--- config.mk ---
export PLATFORM = sky130hd
export DESIGN_NAME = mem_arbiter_flat
export DESIGN_NICKNAME = d
export VERILOG_FILES = /design/src/rtl/mem_arbiter_if.sv /design/src/rtl/mem_arbiter.sv /design/src/flat_wrapper.sv
export SDC_FILE = /design/constraint.sdc
export NUM_CORES = 1
export LEC_CHECK = 0
export CORE_MARGIN = 3
export CORE_UTILIZATION = 41
export CTS_BUF_LIST = sky130_fd_sc_hd__clkbuf_8 sky130_fd_sc_hd__clkbuf_16
export DETAILED_ROUTE_END_ITERATION = 16
export GPL_ROUTABILITY_DRIVEN = 1
export GPL_TIMING_DRIVEN = 0
export PLACE_DENSITY = 0.82
export RECOVER_POWER = 100
export SYNTH_ARGS = -nofsm -noshare
export SYNTH_HDL_FRONTEND = slang
export SYNTH_SLANG_ARGS = --single-unit
export TNS_END_PERCENT = 1
--- constraint.sdc ---
create_clock -name clk -period 2 [get_ports clk]
set_clock_uncertainty 0.1 [all_clocks]
set_input_delay 0.2 -clock clk [delete_from_list [all_inputs] [get_ports clk]]
set_output_delay 0.2 -clock clk [all_outputs]
set_load 0.1 [all_outputs]
--- src/rtl/mem_arbiter_if.sv ---
// Bus bundle for mem_arbiter: IFU and LSU request/response channels plus the shared memory port.
// Handshake: a request transfers in a cycle where valid and ready are both high; valid stays up with stable fields until then, and respValid is a single-cycle pulse with no ready.
interface mem_arbiter_if;
  logic        ifu_reqValid;
  logic        ifu_reqReady;
  logic [31:0] ifu_raddr;
  logic        ifu_respValid;
  logic [31:0] ifu_rdata;
  logic        ifu_err;

  logic        lsu_reqValid;
  logic        lsu_reqReady;
  logic [31:0] lsu_addr;
  logic        lsu_wen;
  logic [31:0] lsu_wdata;
  logic [3:0]  lsu_wmask;
  logic        lsu_respValid;
  logic [31:0] lsu_rdata;
  logic        lsu_err;

  logic        mem_reqValid;
  logic        mem_reqReady;
  logic [31:0] mem_addr;
  logic        mem_wen;
  logic [31:0] mem_wdata;
  logic [3:0]  mem_wmask;
  logic        mem_respValid;
  logic [31:0] mem_rdata;

  logic [1:0]  dbg_state;

  modport slave (
    input  ifu_reqValid, ifu_raddr,
    input  lsu_reqValid, lsu_addr, lsu_wen, lsu_wdata, lsu_wmask,
    input  mem_reqReady, mem_respValid, mem_rdata,
    output ifu_reqReady, ifu_respValid, ifu_rdata, ifu_err,
    output lsu_reqReady, lsu_respValid, lsu_rdata, lsu_err,
    output mem_reqValid, mem_addr, mem_wen, mem_wdata, mem_wmask,
    output dbg_state
  );

  modport master (
    output ifu_reqValid, ifu_raddr,
    output lsu_reqValid, lsu_addr, lsu_wen, lsu_wdata, lsu_wmask,
    output mem_reqReady, mem_respValid, mem_rdata,
    input  ifu_reqReady, ifu_respValid, ifu_rdata, ifu_err,
    input  lsu_reqReady, lsu_respValid, lsu_rdata, lsu_err,
    input  mem_reqValid, mem_addr, mem_wen, mem_wdata, mem_wmask,
    input  dbg_state
  );
endinterface

--- src/rtl/mem_arbiter.sv ---
// Shares one memory port between IFU and LSU: one latched transaction at a time,
// response routed to its owner, and a watchdog that turns a lost response into an error pulse.
module mem_arbiter #(
  parameter int ARB_MODE       = 0,
  parameter int TIMEOUT_CYCLES = 255
) (
  input  logic         clk,
  input  logic         rst,
  mem_arbiter_if.slave bus
);
  localparam int CW_RAW = $clog2(TIMEOUT_CYCLES + 1);
  localparam int CW     = (CW_RAW < 1) ? 1 : CW_RAW;
  localparam logic [CW-1:0] CNT_LAST = CW'(TIMEOUT_CYCLES - 1);
  localparam logic [CW-1:0] CNT_MAX  = '1;

  typedef enum logic [1:0] {IDLE = 2'd0, REQ = 2'd1, WAIT = 2'd2, RESP = 2'd3} state_t;

  state_t        state;
  logic          owner;       // 0 = IFU, 1 = LSU
  logic          last_grant;
  logic [CW-1:0] cnt;

  logic          any_req;
  logic          grant_lsu;
  logic          grant_ifu;
  logic          timeout_hit;
  logic          cap_en;
  logic          cap_err;
  logic [31:0]   cap_data;

  always_comb begin
    any_req     = bus.ifu_reqValid | bus.lsu_reqValid;
    // Round-robin gives a tie to whoever was not granted last; fixed mode always favours LSU.
    grant_lsu   = bus.lsu_reqValid & (~bus.ifu_reqValid | (ARB_MODE == 0) | ~last_grant);
    grant_ifu   = bus.ifu_reqValid & ~grant_lsu;
    timeout_hit = (TIMEOUT_CYCLES != 0) && (cnt == CNT_LAST);
    cap_en      = ((state == REQ) & bus.mem_reqReady & bus.mem_respValid) |
                  ((state == WAIT) & (bus.mem_respValid | timeout_hit));
    cap_err     = ~bus.mem_respValid;
    cap_data    = bus.mem_respValid ? bus.mem_rdata : 32'h0;
  end

  assign bus.ifu_reqReady = ~rst & (state == IDLE) & grant_ifu;
  assign bus.lsu_reqReady = ~rst & (state == IDLE) & grant_lsu;
  assign bus.dbg_state    = state;

  always_ff @(posedge clk) begin
    if (rst) begin
      state             <= IDLE;
      owner             <= 1'b0;
      last_grant        <= 1'b1;
      cnt               <= '0;
      bus.mem_reqValid  <= 1'b0;
      bus.mem_addr      <= 32'h0;
      bus.mem_wen       <= 1'b0;
      bus.mem_wdata     <= 32'h0;
      bus.mem_wmask     <= 4'h0;
      bus.ifu_respValid <= 1'b0;
      bus.ifu_rdata     <= 32'h0;
      bus.ifu_err       <= 1'b0;
      bus.lsu_respValid <= 1'b0;
      bus.lsu_rdata     <= 32'h0;
      bus.lsu_err       <= 1'b0;
    end else begin
      case (state)
        IDLE: begin
          if (any_req) begin
            owner            <= grant_lsu;
            last_grant       <= grant_lsu;
            bus.mem_reqValid <= 1'b1;
            bus.mem_addr     <= grant_lsu ? bus.lsu_addr : bus.ifu_raddr;
            bus.mem_wen      <= grant_lsu & bus.lsu_wen;
            bus.mem_wdata    <= grant_lsu ? bus.lsu_wdata : 32'h0;
            bus.mem_wmask    <= grant_lsu ? bus.lsu_wmask : 4'h0;
            state            <= REQ;
          end
        end
        REQ: begin
          if (bus.mem_reqReady) begin
            bus.mem_reqValid <= 1'b0;
            cnt              <= '0;
            state            <= cap_en ? RESP : WAIT;
          end
        end
        WAIT: begin
          if (cnt != CNT_MAX) cnt <= cnt + CW'(1);
          if (cap_en) state <= RESP;
        end
        RESP: begin
          bus.ifu_respValid <= 1'b0;
          bus.ifu_rdata     <= 32'h0;
          bus.ifu_err       <= 1'b0;
          bus.lsu_respValid <= 1'b0;
          bus.lsu_rdata     <= 32'h0;
          bus.lsu_err       <= 1'b0;
          state             <= IDLE;
        end
        default: state <= IDLE;
      endcase

      // Response registers load on the way into RESP so the pulse is exactly one cycle.
      if (cap_en) begin
        bus.ifu_respValid <= ~owner;
        bus.ifu_rdata     <= owner ? 32'h0 : cap_data;
        bus.ifu_err       <= ~owner & cap_err;
        bus.lsu_respValid <= owner;
        bus.lsu_rdata     <= owner ? cap_data : 32'h0;
        bus.lsu_err       <= owner & cap_err;
      end
    end
  end
endmodule
--- src/flat_wrapper.sv ---
// flat-port wrapper written by rule: the top's interface ports become plain ports
module mem_arbiter_flat 
#(
  parameter int ARB_MODE       = 0,
  parameter int TIMEOUT_CYCLES = 255
)
  (clk, rst, bus_ifu_reqValid, bus_ifu_raddr, bus_lsu_reqValid, bus_lsu_addr, bus_lsu_wen, bus_lsu_wdata, bus_lsu_wmask, bus_mem_reqReady, bus_mem_respValid, bus_mem_rdata, bus_ifu_reqReady, bus_ifu_respValid, bus_ifu_rdata, bus_ifu_err, bus_lsu_reqReady, bus_lsu_respValid, bus_lsu_rdata, bus_lsu_err, bus_mem_reqValid, bus_mem_addr, bus_mem_wen, bus_mem_wdata, bus_mem_wmask, bus_dbg_state);
  mem_arbiter_if bus_i ();
  input  logic clk;
  input  logic rst;
  input wire logic [$bits(bus_i.ifu_reqValid)-1:0] bus_ifu_reqValid;
  input wire logic [$bits(bus_i.ifu_raddr)-1:0] bus_ifu_raddr;
  input wire logic [$bits(bus_i.lsu_reqValid)-1:0] bus_lsu_reqValid;
  input wire logic [$bits(bus_i.lsu_addr)-1:0] bus_lsu_addr;
  input wire logic [$bits(bus_i.lsu_wen)-1:0] bus_lsu_wen;
  input wire logic [$bits(bus_i.lsu_wdata)-1:0] bus_lsu_wdata;
  input wire logic [$bits(bus_i.lsu_wmask)-1:0] bus_lsu_wmask;
  input wire logic [$bits(bus_i.mem_reqReady)-1:0] bus_mem_reqReady;
  input wire logic [$bits(bus_i.mem_respValid)-1:0] bus_mem_respValid;
  input wire logic [$bits(bus_i.mem_rdata)-1:0] bus_mem_rdata;
  output wire logic [$bits(bus_i.ifu_reqReady)-1:0] bus_ifu_reqReady;
  output wire logic [$bits(bus_i.ifu_respValid)-1:0] bus_ifu_respValid;
  output wire logic [$bits(bus_i.ifu_rdata)-1:0] bus_ifu_rdata;
  output wire logic [$bits(bus_i.ifu_err)-1:0] bus_ifu_err;
  output wire logic [$bits(bus_i.lsu_reqReady)-1:0] bus_lsu_reqReady;
  output wire logic [$bits(bus_i.lsu_respValid)-1:0] bus_lsu_respValid;
  output wire logic [$bits(bus_i.lsu_rdata)-1:0] bus_lsu_rdata;
  output wire logic [$bits(bus_i.lsu_err)-1:0] bus_lsu_err;
  output wire logic [$bits(bus_i.mem_reqValid)-1:0] bus_mem_reqValid;
  output wire logic [$bits(bus_i.mem_addr)-1:0] bus_mem_addr;
  output wire logic [$bits(bus_i.mem_wen)-1:0] bus_mem_wen;
  output wire logic [$bits(bus_i.mem_wdata)-1:0] bus_mem_wdata;
  output wire logic [$bits(bus_i.mem_wmask)-1:0] bus_mem_wmask;
  output wire logic [$bits(bus_i.dbg_state)-1:0] bus_dbg_state;
  assign bus_i.ifu_reqValid = bus_ifu_reqValid;
  assign bus_i.ifu_raddr = bus_ifu_raddr;
  assign bus_i.lsu_reqValid = bus_lsu_reqValid;
  assign bus_i.lsu_addr = bus_lsu_addr;
  assign bus_i.lsu_wen = bus_lsu_wen;
  assign bus_i.lsu_wdata = bus_lsu_wdata;
  assign bus_i.lsu_wmask = bus_lsu_wmask;
  assign bus_i.mem_reqReady = bus_mem_reqReady;
  assign bus_i.mem_respValid = bus_mem_respValid;
  assign bus_i.mem_rdata = bus_mem_rdata;
  assign bus_ifu_reqReady = bus_i.ifu_reqReady;
  assign bus_ifu_respValid = bus_i.ifu_respValid;
  assign bus_ifu_rdata = bus_i.ifu_rdata;
  assign bus_ifu_err = bus_i.ifu_err;
  assign bus_lsu_reqReady = bus_i.lsu_reqReady;
  assign bus_lsu_respValid = bus_i.lsu_respValid;
  assign bus_lsu_rdata = bus_i.lsu_rdata;
  assign bus_lsu_err = bus_i.lsu_err;
  assign bus_mem_reqValid = bus_i.mem_reqValid;
  assign bus_mem_addr = bus_i.mem_addr;
  assign bus_mem_wen = bus_i.mem_wen;
  assign bus_mem_wdata = bus_i.mem_wdata;
  assign bus_mem_wmask = bus_i.mem_wmask;
  assign bus_dbg_state = bus_i.dbg_state;
  mem_arbiter #(.ARB_MODE(ARB_MODE), .TIMEOUT_CYCLES(TIMEOUT_CYCLES)) u_core (.clk(clk), .rst(rst), .bus(bus_i));
endmodule
==> results.tsv <==
stage	metric	value	unit
final_layout	most frequent cells in the layout	147 x dfxtp_1, 142 x nand2_1, 136 x clkdlybuf4s50_1	
timing	setup ws final	-0.0287	ns
power_and_ir_drop	Clock power frac	0.221	
drt	via-per-instance ratio	5.20	
critical_path	R2R Setup Slk	-0.01	ns
yosys	main combinational cell family by area after synthesis	simple AND/OR/NAND/NOR gates	
drt	Routed WL per cell	16.9	um
drt	final wirelength	19400	um
timing	Highest Clock Rate	493	MHz
yosys	post-synthesis simple-gate area fraction	0.182	
yosys	Yosys warnings	0	
die	Core Region	13600	um2
yosys	Synth cell types	43	
placed_design	# placed instances	1116	
drt	DRC viols	0	
die	Die Y	125	um
drt	Initial DRC Count	280	
timing	Slew Limit Fails	0	
drt	Vias	5959	
critical_path	RR Endpoint	u_core.bus.mem_wdata[6]	
grt	first-pass GRT wire length	30700	um
die	DIE WIDTH	125	um
power_and_ir_drop	switching pwr	7.32	mW
run_status	failing checks	negative setup slack	
die	Top Ports	281	
critical_path	Crit path max-delay family	buffers and inverters	
clock_tree	TritonCTS Buffers	17	
grt	initial antenna violation count	0	
grt	vias in the first global route	5827	
critical_path	critical path capture point type	output port	
placed_design	gpl congestion	0.818	
placed_design	PortBufs	278	
critical_path	critical-path cell list	inv_4 -> ha_4 -> buf_8 -> clkbuf_16 -> nor4bb_4 -> buf_6	
critical_path	CP Launch Point	u_core.bus.dbg_state[1]	
final_layout	fin nets	1103	
clock_tree	Hold-fix buffers, CTS	0	
critical_path	crit start category	flop	
grt	largest net degree at the start of global routing	17	
final_layout	fin cells	1147	
final_layout	fill count	1227	
yosys	Post-Synthesis Cells	662	
timing	RSZ-0062 raised after global routing	true	
die	Cell Rows	42	
run_status	status	finished with violations	
critical_path	Buf+Inv Stages, Crit Path	4	
critical_path	Worst R2R Start	u_core.bus.dbg_state[1]	
critical_path	FF-to-FF path depth	7	
yosys	synthesis-stage register bit count	149	
critical_path	Worst path depth	6	
grt	All-Layer GR Usage	0.242	
timing	Final min period	2.03	ns
clock_tree	Reg clk slew, reported paths	0.06	ns
yosys	mux cell area share after synthesis	0.0669	
clock_tree	clock sinks	149	
clock_tree	H-Tree Depth	4	
yosys	Compound-Gate Fraction of Synth Area	0.172	
grt	met1 Use GR	0.290	
die	die area	15700	um2
timing	Fin. Hold Viols	0	
critical_path	crit path kind	flop to output port	
yosys	Mean Syn Cell Area	8.79	um2
power_and_ir_drop	P_leak	3.44	nW
die	initial core utilization	0.429	
power_and_ir_drop	Pwr per Cell Area	1590	nW/um2
yosys	top cell type by total area after synthesis	dfxtp_1	
yosys	top-area cell type share of the netlist area	0.512	
final_layout	commonest non-fill, non-tap cell in the layout	dfxtp_1	
critical_path	CP max stage cell	dfxtp_4	
critical_path	CP Capture Point	bus_ifu_reqReady	
power_and_ir_drop	share of power burned in combinational logic	0.505	
timing	Worst-Margin Slew	1.26	ns
final_layout	# diodes	0	
yosys	Area contributors post-synth	dfxtp_1 51%, nand2_1 9.2%, o22ai_1 7.1%	
power_and_ir_drop	P_int	6.67	mW
timing	Max-slew headroom	0.164	
min_path	worst hold path class	input port to flop	
drt	final antenna-violating net count	0	
clock_tree	CTS max path bufs	2	
critical_path	CP peak stage delay	0.37	ns
grt	GR Util met2	0.413	
critical_path	Data arrival, critical path	1.73	ns
yosys	syn nets	807	
clock_tree	clock root buffer master	clkbuf_16	
drt	Pre-antenna DRT Iters	4	
timing	final setup fails	2	
placed_design	HPWL Detailed	14300	um
final_layout	area delta synth->final	50.9	%
timing	Hold Slack	0.167	ns
critical_path	Worst Path Max Fanout	10	
final_layout	share of layout cells above drive strength 1	0.0762	
yosys	mapped cell area	5820	um2
power_and_ir_drop	switching share of power	0.523	
power_and_ir_drop	Seq pwr share	0.274	
clock_tree	CTS tree	built	
clock_tree	worst skew pair latency	0.42	ns
critical_path	worst path required time	1.70	ns
yosys	post-synthesis sequential area ratio	0.512	
grt	grt total ovfl	0	
timing	setup TNS	-0.0383	ns
timing	period utilisation layout	1.01	
placed_design	dpl ws	-1.02	ns
yosys	Post-Synth Adder-Cell Area	0.0129	
grt	M3 GR Usage	0.0682	
power_and_ir_drop	Peak VDD IR	0.916	mV
run	Max-Cap Viols	0	
grt	GRT Max-Usage Layer	met2	
yosys	xor/xnor share of the synthesized area	0.00451	
-- state kept, by name (all words and copies together) (netlist names) --
register	flops
u_core.bus.dbg_state	2
u_core.bus.ifu_err	1
u_core.bus.ifu_rdata	32
u_core.bus.ifu_respValid	1
u_core.bus.lsu_err	1
u_core.bus.lsu_rdata	32
u_core.bus.lsu_respValid	1
u_core.bus.mem_addr	32
u_core.bus.mem_reqValid	1
u_core.bus.mem_wdata	32
u_core.bus.mem_wen	1
u_core.bus.mem_wmask	4
u_core.cnt	8
u_core.owner	1
-- final cells by class --
cell class / instances / area (um2) / share of cell area
Sequential cell: 149 / 2990 / 0.340
Clock inverter: 15 / 144 / 0.0164
Tap cell: 176 / 220 / 0.0251
Timing Repair Buffer: 278 / 2100 / 0.239
Clock buffer: 17 / 425 / 0.0484
Inverter: 4 / 20.0 / 0.00228
Multi-Input combinational cell: 452 / 2570 / 0.293
Buffer: 56 / 310 / 0.0353
-- worst min path at each step --
stage / from / endpoint / depth (start not counted)
2_1_floorplan: bus_lsu_wdata[0] / u_core.bus.mem_wdata[0] / 2
3_3_place_gp: u_core.bus.mem_wdata[21] / u_core.bus.mem_wdata[21] / 2
3_5_place_dp: u_core.bus.mem_wdata[26] / u_core.bus.mem_wdata[26] / 2
4_1_cts: rst / u_core.bus.dbg_state[1] / 3
5_1_grt: rst / u_core.bus.ifu_respValid / 3
6_report: rst / u_core.bus.dbg_state[1] / 3
-- worst min-delay path: stages --
cell,delay [ns]
clkbuf_1,0.16
nand2b_1,0.18
mux2i_1,0.10
-- kinds of logic (layout without fill, tap and decap cells) --
family	after synthesis	after routing
flops	149	149
fa+ha+maj	6	6
buf+inv	61	370
compound gates	159	159
simple gates	246	246
mux	38	38
xor+xnor	3	3
-- per-layer routing --
layer,vias up,share of wire
met3,46,0.064
met5,-,0
met4,0,0.032
met2,216,0.50
met1,2775,0.41
li1,2922,-
-- repair_timing --
action,in CTS,in global routing
gates cloned,0,0
setup endpoints to repair,172,132
resized for setup,160,19
pin swaps,2,1
setup buffers,0,0
-- power by group through the flow --
stage	sequential (mW)	combinational (mW)	clock, mW
2_1_floorplan	7.61	1.89	0
6_report	3.84	7.07	3.09
3_3_place_gp	3.88	7.51	0
4_1_cts	3.82	7.25	3.13
3_5_place_dp	3.90	7.54	0
5_1_grt	3.90	7.38	3.27
-- cells in the mapped netlist --
master and instances:
a21oi_1 43, mux2_2 3, o31ai_1 1, o32ai_1 1
o21bai_1 2, nor3_2 1, or2_1 1, o21a_1 1
o211ai_1 1, ha_1 6, o21ai_4 1, buf_2 13
o22ai_1 66, or3_1 4, nand4_1 2, dfxtp_1 149
and2_1 2, nor2_1 40, mux2i_1 34, a21o_1 1
xnor2_1 1, mux2_4 1, buf_4 1, nor3_1 1
a211oi_1 33, inv_1 4, clkbuf_1 33, o21ai_1 1
nor4bb_1 1, nand3_1 41, buf_1 5, a221o_1 1
and3b_1 1, nor2b_1 2, nand2b_1 6, nand2_1 142
nand4_4 1, o2111ai_1 1, or4_1 1, o311ai_0 1
o21ai_0 5, buf_6 5, xor2_1 2
-- metrics by stage --
step,power [mW],utilization,area (um2)
finish,14.0,0.648,8780
CTS,14.2,0.685,9290
detailed placement,11.4,0.655,8880
floorplan,9.50,-,5880
global route,14.6,0.648,8780
global placement,11.4,0.655,8880
Note: power is estimated with default switching activity, not from simulation.
